**src/rtl/ram_access_pkg.sv**
```systemverilog
// ram_access_pkg: FSM state and RV32I load/store size encodings for ram_access_unit.
package ram_access_pkg;

    typedef enum logic [1:0] {IDLE, ACCESS, WRITE, RESP} state_t;

    typedef enum logic [2:0] {
        F3_B  = 3'b000,
        F3_H  = 3'b001,
        F3_W  = 3'b010,
        F3_BU = 3'b100,
        F3_HU = 3'b101
    } funct3_t;

    // Encodings with no load meaning, plus the unsigned codes used with a store.
    function automatic logic f3_illegal(input logic we, input logic [2:0] f3);
        return f3 == 3'b011 || f3[2:1] == 2'b11 || (we && f3[2]);
    endfunction

endpackage

```
**src/rtl/mem_lane_align.sv**
```systemverilog
// mem_lane_align: byte/halfword lane extraction with extension, and sub-word store merge.
module mem_lane_align
    import ram_access_pkg::*;
(
    input  logic [31:0] word_i,
    input  logic [31:0] wdata_i,
    input  logic [1:0]  off_i,
    input  logic [2:0]  funct3_i,
    output logic [31:0] rdata_o,
    output logic [31:0] wword_o
);

    logic [4:0]  sh;
    logic [7:0]  b;
    logic [15:0] h;
    logic [31:0] bmask;
    logic [31:0] hmask;

    // Halfwords select on off_i[1] only; off_i[0] is ignored here.
    assign sh    = {off_i, 3'b000};
    assign b     = word_i[sh +: 8];
    assign h     = off_i[1] ? word_i[31:16] : word_i[15:0];
    assign bmask = 32'h0000_00FF << sh;
    assign hmask = off_i[1] ? 32'hFFFF_0000 : 32'h0000_FFFF;

    always_comb begin
        rdata_o = funct3_i == F3_B  ? {{24{b[7]}}, b}
                : funct3_i == F3_H  ? {{16{h[15]}}, h}
                : funct3_i == F3_W  ? word_i
                : funct3_i == F3_BU ? {24'h0, b}
                : funct3_i == F3_HU ? {16'h0, h}
                : 32'h0;
        wword_o = funct3_i == F3_B ? (word_i & ~bmask) | ({4{wdata_i[7:0]}} & bmask)
                : funct3_i == F3_H ? (word_i & ~hmask) | ({2{wdata_i[15:0]}} & hmask)
                : funct3_i == F3_W ? wdata_i
                : word_i;
    end

endmodule

```
**src/rtl/ram_access_unit.sv**
```systemverilog
// ram_access_unit: RV32I load/store engine for an async-read word RAM.
// Define RAM_ACCESS_ALIGN_CHECK_EN to flag misaligned halfword/word accesses as errors.
module ram_access_unit
    import ram_access_pkg::*;
#(
    parameter int W = 32,
    parameter int L = 128
) (
    input  logic                 clk,
    input  logic                 rst,
    input  logic                 req_valid_i,
    output logic                 req_ready_o,
    input  logic                 req_we_i,
    input  logic [2:0]           req_funct3_i,
    input  logic [31:0]          req_addr_i,
    input  logic [W-1:0]         req_wdata_i,
    output logic                 rsp_valid_o,
    output logic [W-1:0]         rsp_rdata_o,
    output logic                 rsp_err_o,
    output logic                 ram_wr_ena_o,
    output logic [$clog2(L)-1:0] ram_addr_o,
    output logic [W-1:0]         ram_wr_data_o,
    input  logic [W-1:0]         ram_rd_data_i
);

    localparam int AW = $clog2(L);

    state_t        state_q, state_d;
    logic          we_q, err_q;
    logic [2:0]    f3_q;
    logic [AW+1:0] addr_q;
    logic [W-1:0]  wdata_q, word_q;
    logic          accept, err_d, misalign;
    logic [W-1:0]  ld_data;

`ifdef RAM_ACCESS_ALIGN_CHECK_EN
    assign misalign = (req_funct3_i[1:0] == 2'b01 && req_addr_i[0]) ||
                      (req_funct3_i[1:0] == 2'b10 && req_addr_i[1:0] != 2'b00);
`else
    assign misalign = 1'b0;
`endif

    assign accept = req_valid_i && state_q == IDLE;
    assign err_d  = f3_illegal(req_we_i, req_funct3_i) || req_addr_i >= 32'(4 * L) || misalign;

    always_comb begin
        state_d = state_q == IDLE   ? (!accept ? IDLE
                                      : err_d ? RESP
                                      : (req_we_i && req_funct3_i == F3_W) ? WRITE
                                      : ACCESS)
                : state_q == ACCESS ? (we_q ? WRITE : RESP)
                : state_q == WRITE  ? RESP
                : IDLE;
    end

    always_ff @(posedge clk) begin
        if (rst) begin
            state_q <= IDLE;
            we_q    <= 1'b0;
            err_q   <= 1'b0;
            f3_q    <= '0;
            addr_q  <= '0;
            wdata_q <= '0;
            word_q  <= '0;
        end else begin
            state_q <= state_d;
            if (accept) begin
                we_q    <= req_we_i;
                err_q   <= err_d;
                f3_q    <= req_funct3_i;
                addr_q  <= req_addr_i[AW+1:0];
                wdata_q <= req_wdata_i;
            end
            if (state_q == ACCESS)
                word_q <= ram_rd_data_i;
        end
    end

    mem_lane_align u_align (
        .word_i   (word_q),
        .wdata_i  (wdata_q),
        .off_i    (addr_q[1:0]),
        .funct3_i (f3_q),
        .rdata_o  (ld_data),
        .wword_o  (ram_wr_data_o)
    );

    assign req_ready_o  = state_q == IDLE;
    assign rsp_valid_o  = state_q == RESP;
    assign rsp_err_o    = state_q == RESP && err_q;
    assign rsp_rdata_o  = (state_q == RESP && !err_q && !we_q) ? ld_data : '0;
    // Gating with rst keeps an aborted store out of the RAM on the reset edge.
    assign ram_wr_ena_o = state_q == WRITE && !rst;
    assign ram_addr_o   = addr_q[AW+1:2];

endmodule

```
**config.mk**
```make
export PLATFORM = sky130hd
export DESIGN_NAME = ram_access_unit
export DESIGN_NICKNAME = d
export VERILOG_FILES = /design/src/rtl/ram_access_pkg.sv /design/src/rtl/mem_lane_align.sv /design/src/rtl/ram_access_unit.sv
export SDC_FILE = /design/constraint.sdc
export NUM_CORES = 1
export LEC_CHECK = 0
export BUFFER_PORTS_ARGS = -buffer_cell sky130_fd_sc_hd__buf_2
export CAP_MARGIN = 15
export CORE_UTILIZATION = 55
export CTS_BUF_LIST = sky130_fd_sc_hd__clkbuf_4 sky130_fd_sc_hd__clkbuf_8
export DETAILED_ROUTE_END_ITERATION = 8
export GPL_TIMING_DRIVEN = 0
export PLACE_DENSITY = 0.95
export SLEW_MARGIN = 20
export SYNTH_ARGS = -nofsm -noshare
export SYNTH_HDL_FRONTEND = slang
export SYNTH_SLANG_ARGS = --single-unit
```
**constraint.sdc**
```tcl
create_clock -name clk -period 3.68 [get_ports clk]
set_input_delay 0 -clock clk [delete_from_list [all_inputs] [get_ports clk]]
set_output_delay 0 -clock clk [all_outputs]
set_load 0.02 [all_outputs]
```
==> impl_metrics.csv <==
group,metric,value,unit
global_route,grt_pass1_vias,5782,
synthesis,synth_cell_types,47,
worst_setup_path,cp_slowest_cell,"clkbuf_1",
clock_tree,cts_tree,"done",
synthesis,syn-cell-area,0.00486,mm²
drt,drc_errors,0,
synthesis,yosysTopAreaCellShare,0.330,
finish,syn_to_final_growth,40.9,%
place,place_area,0.00587,mm²
sta,setup_tns,0,ps
clock_tree,htreeDepth,3,
worst_setup_path,cp.arrival,2440,ps
global_route,met2_usage,0.687,
global_route,grt.met1_usage,0.493,
clock_tree,clockBufferDepth,2,
place,hpwl,12300,µm
floorplanning,core_area,0.00838,mm²
worst_setup_path,path_class,"reg2out",
synthesis,synth_top_area_cell,"dfxtp_1",
power,p_per_area,379,mW/mm²
worst_setup_path,critPathBufInv,3,
drt,wl_per_cell,18.7,µm
sta,fin_crit_sh,0.664,
power,leakagePower,2.97,nW
worst_setup_path,crit_family,"buffers and inverters",
floorplanning,dieArea,0.00921,mm²
run_status,outcome,"finished, final reports clean",
synthesis,yosys.area_share.adder,0.0103,
clock_tree,clock_latency,370,ps
synthesis,postSynthAreaPerCell,7.52,µm²
flow_run,cap_violations,0,
synthesis,synth_mux_area_frac,0.158,
floorplanning,die_w,96.0,µm
synthesis,ys_seq_elements,80,
global_route,grt-ovfl-total,0,
worst_setup_path,cp-end-kind,"primary output",
worst_hold_path,hold_path.class,"in2reg",
synthesis,synth_top_family_by_area,"compound AO/OA/AOI/OAI gates",
clock_tree,clockRootBuffer,"clkbuf_8",
synthesis,synth_compound_area_frac,0.220,
synthesis,synth-edff-count,0,
synthesis,ys_seq_area_frac,0.330,
synthesis,synthCells,646,
synthesis,ys_top_cells_by_area,"dfxtp_1, mux2i_1, a21oi_1",
clock_tree,cts.clk_slew.worst_paths,90,ps
clock_tree,cts_resized,0,
sta,slew_headroom,0.501,
synthesis,ys_async_sr_fraction,0,
power,ir_drop,0.334,mV
place,io_buffers,176,
floorplanning,num_io_pins,178,
synthesis,synthXorXnorAreaFrac,0,
worst_setup_path,cp_cell_sequence,"ha_1, and2_1, clkbuf_1, o211ai_2, buf_4, nor2_1, buf_2",
clock_tree,numCtsBuffers,9,
synthesis,synth-simple-area-share,0.212,
finish,drive_gt1_frac,0.277,
sta,rsz0062_at_grt,"no",
worst_setup_path,cp_max_fo,10,
global_route,grt_max_degree,16,
global_route,grt-busiest-layer,"met2",
sta,worst_pin_slew,749,ps
drt,vias_per_cell,5.97,
sta,finalCriticalPeriod,2440,ps
global_route,antenna_found_initial,1,
finish,final_cell_area,0.00684,mm²
drt,dr_total_vias,6100,
clock_tree,cts_sinks,80,
floorplanning,start_util,0.580,
place,gp_congestion,0.992,
floorplanning,placementRows,33,
drt,dr.pass1.iters,6,
worst_setup_path,max_stage_delay,400,ps
synthesis,synth.most_common_cell,"nand2_1",
synthesis,synth_warnings,0,
global_route,grt_usage,0.419,
drt,drt_iter0_markers,773,
drt,wl,19100,µm
synthesis,synth_fp_nets,753,
drt,ant_nets,0,
sta,maxSlewViolCount,0,
finish,nets,1017,
sta,setup_violations,0,
finish,final_util,0.817,
synthesis,synth_flop_cell,"dfxtp_1",
clock_tree,ctsHoldBuffers,77,
sta,hold_violations,0,
global_route,grt_pass1_wl,28700,µm
global_route,use_met3,0.0893,
worst_setup_path,cp.required,3680,ps
synthesis,ys_top_cells_by_count,"nand2_1, a21oi_1, nor2_1",
sta,fin_worst_skew,10.9,ps
sta,fmax,409,MHz
floorplanning,die_h,96.0,µm
clock_tree,cts_setup_buffers,0,
worst_setup_path,start_kind,"flip-flop",
==> sequential cells by signal, summed over array words and instances, names as in the netlist <==
| name | cells |
|---|---|
| f3_q | 3 |
| err_q | 1 |
| state_q | 2 |
| addr_q | 9 |
| word_q | 32 |
| wdata_q | 32 |
| we_q | 1 |
==> worst min-delay path, stage by stage <==
cell	delay, ps
buf_2	80
nor4_1	40
nand4_1	110
o31ai_1	100
a21oi_1	130
==> cells by family after synthesis <==
logic type	Yosys count
buffers and inverters	72
DFF	80
and+or+nand+nor	242
muxes	73
AOI/OAI and AO/OA	175
adders and majority gates	4
==> routing by layer <==
metal | routed length [µm] | share of wire | vias up
met4 | 1240 | 0.065 | 0
li1 | - | - | 2747
met2 | 8790 | 0.46 | 494
met1 | 6850 | 0.36 | 2735
met5 | 0 | 0 | -
met3 | 2180 | 0.11 | 124
==> where the power goes <==
group	internal, W	switching, W	total (W)	leakage [nW]
clock network	0.000319	0.000367	0.000686	0.0966
logic	0.000364	0.000501	0.000865	2.22
registers	0.000938	0.000104	0.00104	0.655
total	0.00162	0.000971	0.00259	2.97
==> cell type report <==
type | count | area (µm²)
multi-input cells | 494 | 2910
repair buffers | 253 | 1650
flip-flops and latches | 80 | 1600
fillers | 548 | 1540
plain buffers | 53 | 272
well taps | 105 | 131
clock buffers | 9 | 124
clock inverters | 7 | 76.3
inverters | 19 | 71.3
diodes | 1 | 2.50
==> layout by cell type, fill, tap and decap left out, drive strengths merged, types with 8 or more instances in the layout <==
cell type	count
buf	203
nand2	104
a21oi	94
nor2	93
dfxtp	80
dlygate4sd3	77
mux2i	58
o21ai	38
clkbuf	35
inv	22
a22oi	16
nand2b	15
mux2	15
o221a	8
==> path summary, 6_finish.rpt <==
path	from	to	slack [ps]	cells past startpoint
setup / recovery	state_q[0]$_SDFF_PP0_	rsp_rdata_o[22]	1240	7
setup reg to reg	state_q[1]$_SDFF_PP0_	word_q[24]$_SDFFE_PP0P_	1780	6
hold reg to reg	addr_q[6]$_SDFFE_PP0P_	addr_q[6]$_SDFFE_PP0P_	460	2
hold / removal	req_addr_i[20]	state_q[1]$_SDFF_PP0_	120	5
==> through the flow <==
stage | power, W | cells | setup slack, ps | hold WS (ps)
after floorplan | 0.00155 | 646 | 1930 | 136
after global placement | 0.00179 | 927 | 1790 | 236
after detailed placement | 0.00181 | 927 | 1770 | 240
after CTS | 0.00254 | 1020 | 1350 | 71.0
after global routing | 0.00268 | 1021 | 1040 | 175
final | 0.00259 | 1021 | 1240 | 120
No activity file was read; power rests on OpenSTA's default activity.
